==> src/rtl/ram_rw_sched_pkg.sv <==
// Shared types and constants for the RAM write/read sequencing controller.
package ram_sched_pkg;

    typedef enum logic [1:0] {
        IDLE  = 2'd0,
        WRITE = 2'd1,
        READ  = 2'd2
    } state_e;

    // 0.2 s dwell per read address at 50 MHz
    localparam int unsigned CNT_MAX_DEF = 24'd9_999_999;

    function automatic int unsigned cnt_width(input int unsigned max_val);
        return (max_val == 0) ? 1 : $clog2(max_val + 1);
    endfunction

endpackage

==> src/rtl/ram_rw_sched_if.sv <==
// Key-flag, RAM and display-side signals of the sequencing controller.
interface ram_rw_sched_if #(
    parameter int unsigned ADDR_W = 8,
    parameter int unsigned DATA_W = 8
);
    logic              wr_flag;
    logic              rd_flag;
    logic [DATA_W-1:0] rd_data;
    logic              wr_en;
    logic              rd_en;
    logic [ADDR_W-1:0] addr;
    logic [DATA_W-1:0] wr_data;
    logic [DATA_W-1:0] data_out;
    logic              data_valid;

    modport master (
        input  wr_flag, rd_flag, rd_data,
        output wr_en, rd_en, addr, wr_data, data_out, data_valid
    );

    modport slave (
        output wr_flag, rd_flag, rd_data,
        input  wr_en, rd_en, addr, wr_data, data_out, data_valid
    );
endinterface

==> src/rtl/ram_rw_sched_dwell_cnt.sv <==
// Dwell counter: counts 0..CNT_MAX while enabled, pulses dwell_end on the last count.
module dwell_cnt
    import ram_sched_pkg::*;
#(
    parameter int unsigned CNT_MAX = CNT_MAX_DEF
) (
    input  logic clk,
    input  logic rst_n,
    input  logic en,
    input  logic clr,
    output logic dwell_end
);
    localparam int unsigned CW = cnt_width(CNT_MAX);

    logic [CW-1:0] cnt_q, cnt_d;

    assign dwell_end = en && !clr && (cnt_q == CW'(CNT_MAX));

    always_comb begin
        cnt_d = cnt_q;
        if (clr) begin
            cnt_d = '0;
        end else if (en) begin
            cnt_d = dwell_end ? '0 : cnt_q + 1'b1;
        end
    end

    always_ff @(posedge clk or negedge rst_n) begin
        if (!rst_n) begin
            cnt_q <= '0;
        end else begin
            cnt_q <= cnt_d;
        end
    end
endmodule

==> src/rtl/ram_rw_sched.sv <==
// Fills the RAM with an address pattern on a write request and scans it back
// one address per dwell period on a read request, arbitrating the two keys.
module ram_rw_sched
    import ram_sched_pkg::*;
#(
    parameter int unsigned ADDR_W  = 8,
    parameter int unsigned DATA_W  = 8,
    parameter int unsigned CNT_MAX = CNT_MAX_DEF
) (
    input  logic            sys_clk,
    input  logic            sys_rst_n,
    ram_rw_sched_if.master  bus
);
    localparam logic [ADDR_W-1:0] ADDR_LAST = '1;

    state_e            state_q, state_d;
    logic [ADDR_W-1:0] addr_q, addr_d;
    logic              rd_pend_q, rd_pend_d;
    logic              stg0_q, stg0_d;
    logic              stg1_q, stg1_d;
    logic [DATA_W-1:0] data_out_q, data_out_d;
    logic              data_valid_q, data_valid_d;
    logic              flush;
    logic              capture;
    logic              dwell_end;

    dwell_cnt #(.CNT_MAX(CNT_MAX)) u_dwell (
        .clk       (sys_clk),
        .rst_n     (sys_rst_n),
        .en        (state_q == READ),
        .clr       ((state_q != READ) || bus.wr_flag || bus.rd_flag),
        .dwell_end (dwell_end)
    );

    always_comb begin
        state_d   = state_q;
        addr_d    = addr_q;
        rd_pend_d = rd_pend_q;
        stg0_d    = 1'b0;
        stg1_d    = stg0_q;
        flush     = 1'b0;
        unique case (state_q)
            IDLE: begin
                if (bus.wr_flag) begin
                    state_d   = WRITE;
                    addr_d    = '0;
                    rd_pend_d = bus.rd_flag;
                end else if (bus.rd_flag) begin
                    state_d = READ;
                    addr_d  = '0;
                    stg0_d  = 1'b1;
                end
            end
            WRITE: begin
                addr_d = addr_q + 1'b1;
                if (bus.rd_flag) begin
                    rd_pend_d = 1'b1;
                end
                if (addr_q == ADDR_LAST) begin
                    addr_d = '0;
                    // a read key arriving on the last write cycle still counts
                    if (rd_pend_q || bus.rd_flag) begin
                        state_d   = READ;
                        rd_pend_d = 1'b0;
                        stg0_d    = 1'b1;
                    end else begin
                        state_d = IDLE;
                    end
                end
            end
            READ: begin
                if (bus.wr_flag) begin
                    state_d   = WRITE;
                    addr_d    = '0;
                    rd_pend_d = bus.rd_flag;
                    flush     = 1'b1;
                end else if (bus.rd_flag) begin
                    addr_d = '0;
                    flush  = 1'b1;
                    stg0_d = 1'b1;
                end else if (dwell_end) begin
                    addr_d = addr_q + 1'b1;
                    stg0_d = 1'b1;
                end
            end
            default: state_d = IDLE;
        endcase

        // strobes of an aborted or restarted scan, including one due this edge, are dropped
        if (flush) begin
            stg1_d = 1'b0;
        end
        capture      = stg1_q && !flush;
        data_out_d   = capture ? bus.rd_data : data_out_q;
        data_valid_d = capture;
    end

    always_ff @(posedge sys_clk or negedge sys_rst_n) begin
        if (!sys_rst_n) begin
            state_q      <= IDLE;
            addr_q       <= '0;
            rd_pend_q    <= 1'b0;
            stg0_q       <= 1'b0;
            stg1_q       <= 1'b0;
            data_out_q   <= '0;
            data_valid_q <= 1'b0;
        end else begin
            state_q      <= state_d;
            addr_q       <= addr_d;
            rd_pend_q    <= rd_pend_d;
            stg0_q       <= stg0_d;
            stg1_q       <= stg1_d;
            data_out_q   <= data_out_d;
            data_valid_q <= data_valid_d;
        end
    end

    assign bus.wr_en      = (state_q == WRITE);
    assign bus.rd_en      = (state_q == READ);
    assign bus.addr       = addr_q;
    assign bus.wr_data    = DATA_W'(addr_q);
    assign bus.data_out   = data_out_q;
    assign bus.data_valid = data_valid_q;
endmodule

==> src/flat_wrapper.sv <==
// flat-port wrapper written by rule: the top's interface ports become plain ports
module ram_rw_sched_flat import ram_sched_pkg::*;
#(
    parameter int unsigned ADDR_W  = 8,
    parameter int unsigned DATA_W  = 8,
    parameter int unsigned CNT_MAX = CNT_MAX_DEF
)
  (sys_clk, sys_rst_n, bus_wr_flag, bus_rd_flag, bus_rd_data, bus_wr_en, bus_rd_en, bus_addr, bus_wr_data, bus_data_out, bus_data_valid);
  ram_rw_sched_if #(.ADDR_W(ADDR_W), .DATA_W(DATA_W)) bus_i ();
  input  logic sys_clk;
  input  logic sys_rst_n;
  input wire logic [$bits(bus_i.wr_flag)-1:0] bus_wr_flag;
  input wire logic [$bits(bus_i.rd_flag)-1:0] bus_rd_flag;
  input wire logic [$bits(bus_i.rd_data)-1:0] bus_rd_data;
  output wire logic [$bits(bus_i.wr_en)-1:0] bus_wr_en;
  output wire logic [$bits(bus_i.rd_en)-1:0] bus_rd_en;
  output wire logic [$bits(bus_i.addr)-1:0] bus_addr;
  output wire logic [$bits(bus_i.wr_data)-1:0] bus_wr_data;
  output wire logic [$bits(bus_i.data_out)-1:0] bus_data_out;
  output wire logic [$bits(bus_i.data_valid)-1:0] bus_data_valid;
  assign bus_i.wr_flag = bus_wr_flag;
  assign bus_i.rd_flag = bus_rd_flag;
  assign bus_i.rd_data = bus_rd_data;
  assign bus_wr_en = bus_i.wr_en;
  assign bus_rd_en = bus_i.rd_en;
  assign bus_addr = bus_i.addr;
  assign bus_wr_data = bus_i.wr_data;
  assign bus_data_out = bus_i.data_out;
  assign bus_data_valid = bus_i.data_valid;
  ram_rw_sched #(.ADDR_W(ADDR_W), .DATA_W(DATA_W), .CNT_MAX(CNT_MAX)) u_core (.sys_clk(sys_clk), .sys_rst_n(sys_rst_n), .bus(bus_i));
endmodule
==> config.mk <==
export PLATFORM = sky130hd
export DESIGN_NAME = ram_rw_sched_flat
export DESIGN_NICKNAME = d
export VERILOG_FILES = /design/src/rtl/ram_rw_sched_pkg.sv /design/src/rtl/ram_rw_sched_if.sv /design/src/rtl/ram_rw_sched_dwell_cnt.sv /design/src/rtl/ram_rw_sched.sv /design/src/flat_wrapper.sv
export SDC_FILE = /design/constraint.sdc
export NUM_CORES = 1
export LEC_CHECK = 0
export ABC_AREA = 1
export BUFFER_PORTS_ARGS = -buffer_cell sky130_fd_sc_hd__buf_4
export CORE_MARGIN = 2
export CORE_UTILIZATION = 45
export CTS_CLUSTER_SIZE = 16
export DETAILED_ROUTE_END_ITERATION = 8
export PLACE_DENSITY = 0.65
export SLEW_MARGIN = 40
export SYNTH_ARGS = -nofsm -noshare
export SYNTH_HDL_FRONTEND = slang
export SYNTH_SLANG_ARGS = --single-unit
==> constraint.sdc <==
create_clock -name sys_clk -period 2.22 [get_ports sys_clk]
set_input_delay 0.222 -clock sys_clk [delete_from_list [all_inputs] [get_ports sys_clk]]
set_output_delay 0.222 -clock sys_clk [all_outputs]
set_load 0.02 [all_outputs]
## After elaboration in Yosys (flattened, before gate mapping)

Index checks and enable logic that the tools add are counted.

- Bits in registers: 46
- Output and inout bits: 27
- Logic and storage cells: 68
- Input port bits: 12

- Muxes and demuxes: 32
- Add/sub/neg operators: 2
- Equality and inequality tests: 10
- Reductions and logical operators: 16

Operators with widths:

| operator | number |
|---|---|
| $mux 24 | 3 |
| $mux 8 | 6 |
| $add 24x1->24 const B | 1 |
| $eq 24x24->1 const B | 1 |
| $pmux 8 s3 | 1 |
| $mux 1 | 14 |
| $mux 2 | 5 |
| $add 8x1->8 const B | 1 |
| $eq 8x8->1 const B | 1 |
| $pmux 2 s3 | 1 |
| $reduce_and 3->1 | 2 |
| $ne 2x1->1 const B | 2 |
| $ne 2x2->1 const B | 2 |
| $ne 4x3->1 const B | 1 |
| $reduce_bool 2->1 | 2 |
| $logic_and 1x1->1 | 3 |
| $logic_or 1x1->1 | 3 |
| $ne 3x3->1 const B | 1 |
| $pmux 1 s3 | 1 |
| $reduce_bool 3->1 | 1 |
| $eq 2x1->1 const B | 1 |
| $eq 2x2->1 const B | 1 |
| $logic_not 1->1 | 2 |
| $logic_not 2->1 | 1 |
| 3 further kinds | 3 |

## Logic depth before layout (Yosys ltp)

- Word-level depth: 10
- Gate-level depth with buffers: 10
- Mapped depth without buffers: 10

## Cells and area by module

From an unflattened synthesis, not the netlist that was laid out.

- Cells, all modules: 378
- Area, all modules: 2852.7 um^2

By module, submodules not included:

| module | cells an instance | area each (um^2) | instances | seq. area each (um^2) |
|---|---|---|---|---|
| dwell_cnt | 217 | 1546.5 | 1 | 600.6 |
| ram_rw_sched | 161 | 1306.3 | 1 | 550.5 |

## Worst setup path before layout

OpenSTA, ideal clock, no wires.

- Kind: reg-to-reg
- Start point: reg u_core.state_q[0]
- End point: reg u_core.u_dwell.cnt_q[7]
- Data arrival time: 1.673 ns
- Cell stages (with the launch flop): 9
- Path buffers: 0
- Period minus slack after synthesis: 1.738 ns
- Path slack: 0.482 ns
- Required time: 2.155 ns
- Library setup time: 0.065 ns
- Cells stage by stage: dfrtp_1 > inv_1 > ha_1 > nand2_1 > nor2_1 > inv_1 > a21oi_2 > o21ai_0 > inv_1

- Elaborated cells on any way between the ends: 11
- Those cells by class: eq/ne (2); mux (3); reduce/logical (6)

RTL lines:

| what | line | RTL |
|---|---|---|
| start, declared | ram_rw_sched.sv:16 | `state_e state_q, state_d;` |
| start signal, assigned | ram_rw_sched.sv:108 | `state_q <= state_d;` |
| $eq 2x2->1 * | n/a |  |
| named net bus_rd_en | flat_wrapper.sv:16 | `output wire logic [$bits(bus_i.rd_en)-1:0] bus_rd_en;` |
| $logic_and 1x1->1 (2 in a row) | ram_rw_sched_dwell_cnt.sv:17 | `assign dwell_end = en && !clr && (cnt_q == CW'(CNT_MAX));` |
| $mux 24 | ram_rw_sched_dwell_cnt.sv:24 | `cnt_d = dwell_end ? '0 : cnt_q + 1'b1;` |
| $mux 24 | ram_rw_sched_dwell_cnt.sv:23 | `end else if (en) begin` |
| $mux 24 | ram_rw_sched_dwell_cnt.sv:21 | `if (clr) begin` |
| end signal, assigned | ram_rw_sched_dwell_cnt.sv:32 | `cnt_q <= cnt_d;` |
| end, declared | ram_rw_sched_dwell_cnt.sv:15 | `logic [CW-1:0] cnt_q, cnt_d;` |

The timed path passes the listed nets; every way through them passes the cells marked *. The select of a mux whose other input is x is not followed.
A chain may end at the register's enable or synchronous reset.

## Final worst setup path

- Start point: reg u_core.state_q[0]
- End point: reg u_core.u_dwell.cnt_q[7]

- Longest elaborated chain between the ends: 9
- Elaborated cells on any way between the ends: 11
- Those cells by class: eq/ne (2); mux (3); reduce/logical (6)

RTL lines:

| what | line | RTL |
|---|---|---|
| $ne 2x2->1 | ram_rw_sched.sv:31 | `.clr ((state_q != READ) \|\| bus.wr_flag \|\| bus.rd_flag),` |
| $logic_or 1x1->1 (2 in a row) | ram_rw_sched.sv:31 |  |
| $logic_not 1->1 | ram_rw_sched_dwell_cnt.sv:17 |  |
| $logic_and 1x1->1 (2 in a row) | ram_rw_sched_dwell_cnt.sv:17 |  |
| $mux 24 | ram_rw_sched_dwell_cnt.sv:24 |  |
| $mux 24 | ram_rw_sched_dwell_cnt.sv:23 |  |
| $mux 24 | ram_rw_sched_dwell_cnt.sv:21 |  |

Parallel ways exist; a longest one is shown, timed or not. The select of a mux whose other input is x is not followed.

==> out/results.txt <==
area leader, netlist: dfrtp_1
largest buffer count on any clock path: 2
DRC Markers: 0
cells after synthesis: 364
DP HPWL: 4180 µm
number of hold buffers added after CTS: 1
final core occ: 0.552
pin count of the biggest net entering global routing: 47
final setup fails: 0
share of the synthesized area in the top cell type: 0.434
layout overhead on the synthesized area: 16.7%
1st-pass router iterations: 4
Initial Utilization: 0.473
final hold vios: 0
share of the yosys chip area belonging to registers: 0.434
CTS tree: yes
Vias/cell: 4.81
core area: 0.00561 mm²
Max-Cap Viols: 0
FMAX: 497 MHz
Critical Path End Type: flop
status: finished clean
Req. time, crit path: 2.46 ns
Worst EP arrival: 2.25 ns
Port Buf Inserts: 38
final worst slack: 0.210 ns
setup bufs post-CTS: 0
maximum VDD drop: 0.000571 V
die height: 80.7 µm
Setup WS pre-CTS: 0.252 ns
critical path class: reg -> reg
TritonCTS buffer count: 5
min-delay worst type: in -> reg
Worst Skew: 0.00915 ns
P_leak: 0.00155 µW
grt total ovfl: 0
Die X: 80.7 µm
Final Net Count: 421
starting DRC count in detailed routing: 112
relative slew slack: 0.610
power density cells: 820 mW/mm²
setup repair after global routing missed its margin: false
setup TNS: 0 ns
Distinct cells, synth: 28
Rows: 27
register bit count reported by yosys: 46
Setup crit start kind: flop
IO Count: 39
first-pass GRT wire length: 9430 µm
fraction of layout cells with a size suffix above 1: 0.151
fin crit share: 0.906
Sink Count: 46
post_cts resized: 0
clk slew on worst S/H paths: 0.09 ns
number of global-route vias before repair: 2109
initial antenna violation count: 0
GRT Util Overall: 0.185
Mapped Avg Cell Area: 7.28 µm²
Final GP Congestion: 0.884
Syn Nets: 382
Worst Tran Pin Value: 0.585 ns
antenna cell count: 0
largest cells by area after synthesis: dfrtp_1 43%, nand2_1 15%, nor2_1 7.9%
CTS H-tree lvls: 2
Tmin final: 2.01 ns
die area: 0.00652 mm²
routed via count: 2289
synth warn: 0
latest clock arrival within the worst-skew pair: 0.30 ns
mapped cell area: 0.00265 mm²
Final ANT Viol Nets: 0
fin. max-slew vios: 0
Wirelength per Cell: 11.8 µm
Root Driver: clkbuf_8
final WL: 5620 µm
crit-path max FO: 9
## through the flow
step	std cells	cell area, µm²	power [µW]	hold WS, ns
2_1_floorplan	364	2650	1600	-0.0736
3_3_place_gp	467	2970	1920	0.269
3_5_place_dp	467	2970	1940	0.268
4_1_cts	476	3090	2570	0.109
5_1_grt	476	3090	2730	0.119
6_report	476	3090	2540	0.121
## layer usage
layer  up-vias  part of all wire  global-route usage  wire length [µm]
met4         0             0.017              0.0610                94
met5         -                 0                   0                 0
met2        48              0.45               0.299              2540
li1       1200                 -                   -                 -
met1      1033              0.49               0.250              2750
met3         8             0.044              0.0356               246
## report_power, final
group,switching (µW),internal (µW)
combinational,563,318
sequential,72.4,958
clock,288,336
total,923,1610
## path summary, 6_finish.rpt
kind | start | endpoint | slack [ns] | cells after the start
setup / recovery | u_core.state_q[0]$_DFFE_PN0P_ | u_core.u_dwell.cnt_q[7]$_DFFE_PN0P_ | 0.21 | 8
hold / removal | bus_rd_data[4] | u_core.bus.data_out[4]$_DFFE_PN0P_ | 0.12 | 3
setup reg to reg | u_core.state_q[0]$_DFFE_PN0P_ | u_core.u_dwell.cnt_q[7]$_DFFE_PN0P_ | 0.21 | 8
hold reg to reg | u_core.stg0_q$_DFF_PN0_ | u_core.stg1_q$_DFF_PN0_ | 0.47 | 1
max in group asynchronous | sys_rst_n | u_core.rd_pend_q$_DFFE_PN0P_ | 1.36 | 2
min in group asynchronous | sys_rst_n | u_core.u_dwell.cnt_q[22]$_DFFE_PN0P_ | 0.46 | 2
## layout by cell type (no fill, tap or decap)
cell	instances
xor2_1	9
nand3b_1	3
nand2_4	1
o21ai_0	11
nand3_2	1
nor2_1	56
dfrtp_1	46
clkbuf_8	5
clkbuf_1	1
nor3_1	9
inv_1	47
a21oi_2	1
dlygate4sd3_1	1
ha_1	6
nand4_1	7
clkinv_1	1
bufinv_16	1
nand2_1	109
or2_2	2
nor3b_1	1
nand2_2	3
nor2_2	4
a21oi_1	9
o21ai_1	1
buf_4	41
nand3_1	21
clkinvlp_4	1
nor3_4	1
o21bai_1	2
xnor2_1	2
and2_1	1
## state kept, by name, indices dropped and copies added (netlist names)
name                   flops
u_core.rd_pend_q           1
u_core.bus.addr            8
u_core.bus.data_out        8
u_core.u_dwell.cnt_q      24
u_core.bus.data_valid      1
u_core.stg0_q              1
u_core.stg1_q              1
u_core.state_q             2
## synthesized netlist by cell type
master	number
nand3_2	1
inv_1	47
nand3_1	21
nor2_1	56
clkbuf_1	1
and2_1	1
nor3_1	9
dfrtp_1	46
clkinv_1	1
xnor2_1	2
nand3b_1	3
buf_4	8
nor3_4	1
a21oi_1	9
nand2_1	109
nand2_2	3
buf_6	1
xor2_1	9
nor2_2	4
o21bai_1	2
nor3b_1	1
nand2_4	1
a21oi_2	1
o21ai_1	1
nand4_1	7
ha_1	6
o21ai_0	11
or2_2	2
## area by class of cell
| class | instances | area (µm²) |
|---|---|---|
| Fill cell | 575 | 2510 |
| Multi-Input combinational cell | 260 | 1240 |
| Sequential cell | 46 | 1150 |
| Timing Repair Buffer | 42 | 318 |
| Inverter | 48 | 180 |
| Tap cell | 72 | 90.1 |
| Clock buffer | 6 | 72.6 |
| Clock inverter | 2 | 37.5 |
## worst max-delay path, cell delays in order (launching register included)
cell	delay [ns]
dfrtp_1	0.42
inv_1	0.11
ha_1	0.24
nand2_1	0.11
nor2_1	0.22
inv_1	0.20
a21oi_2	0.40
o21ai_0	0.16
inv_1	0.07
## cell families after synthesis
kind of cell / count (synthesis) / share of synthesized area
AND/OR/NAND/NOR: 219 / 0.356
adder cells (fa/ha/maj): 6 / 0.0283
flip-flops: 46 / 0.434
XOR/XNOR: 11 / 0.0364
buffers and inverters: 58 / 0.0963
AO/OA/AOI/OAI: 24 / 0.0486
Note: power is estimated with default switching activity, not from simulation.
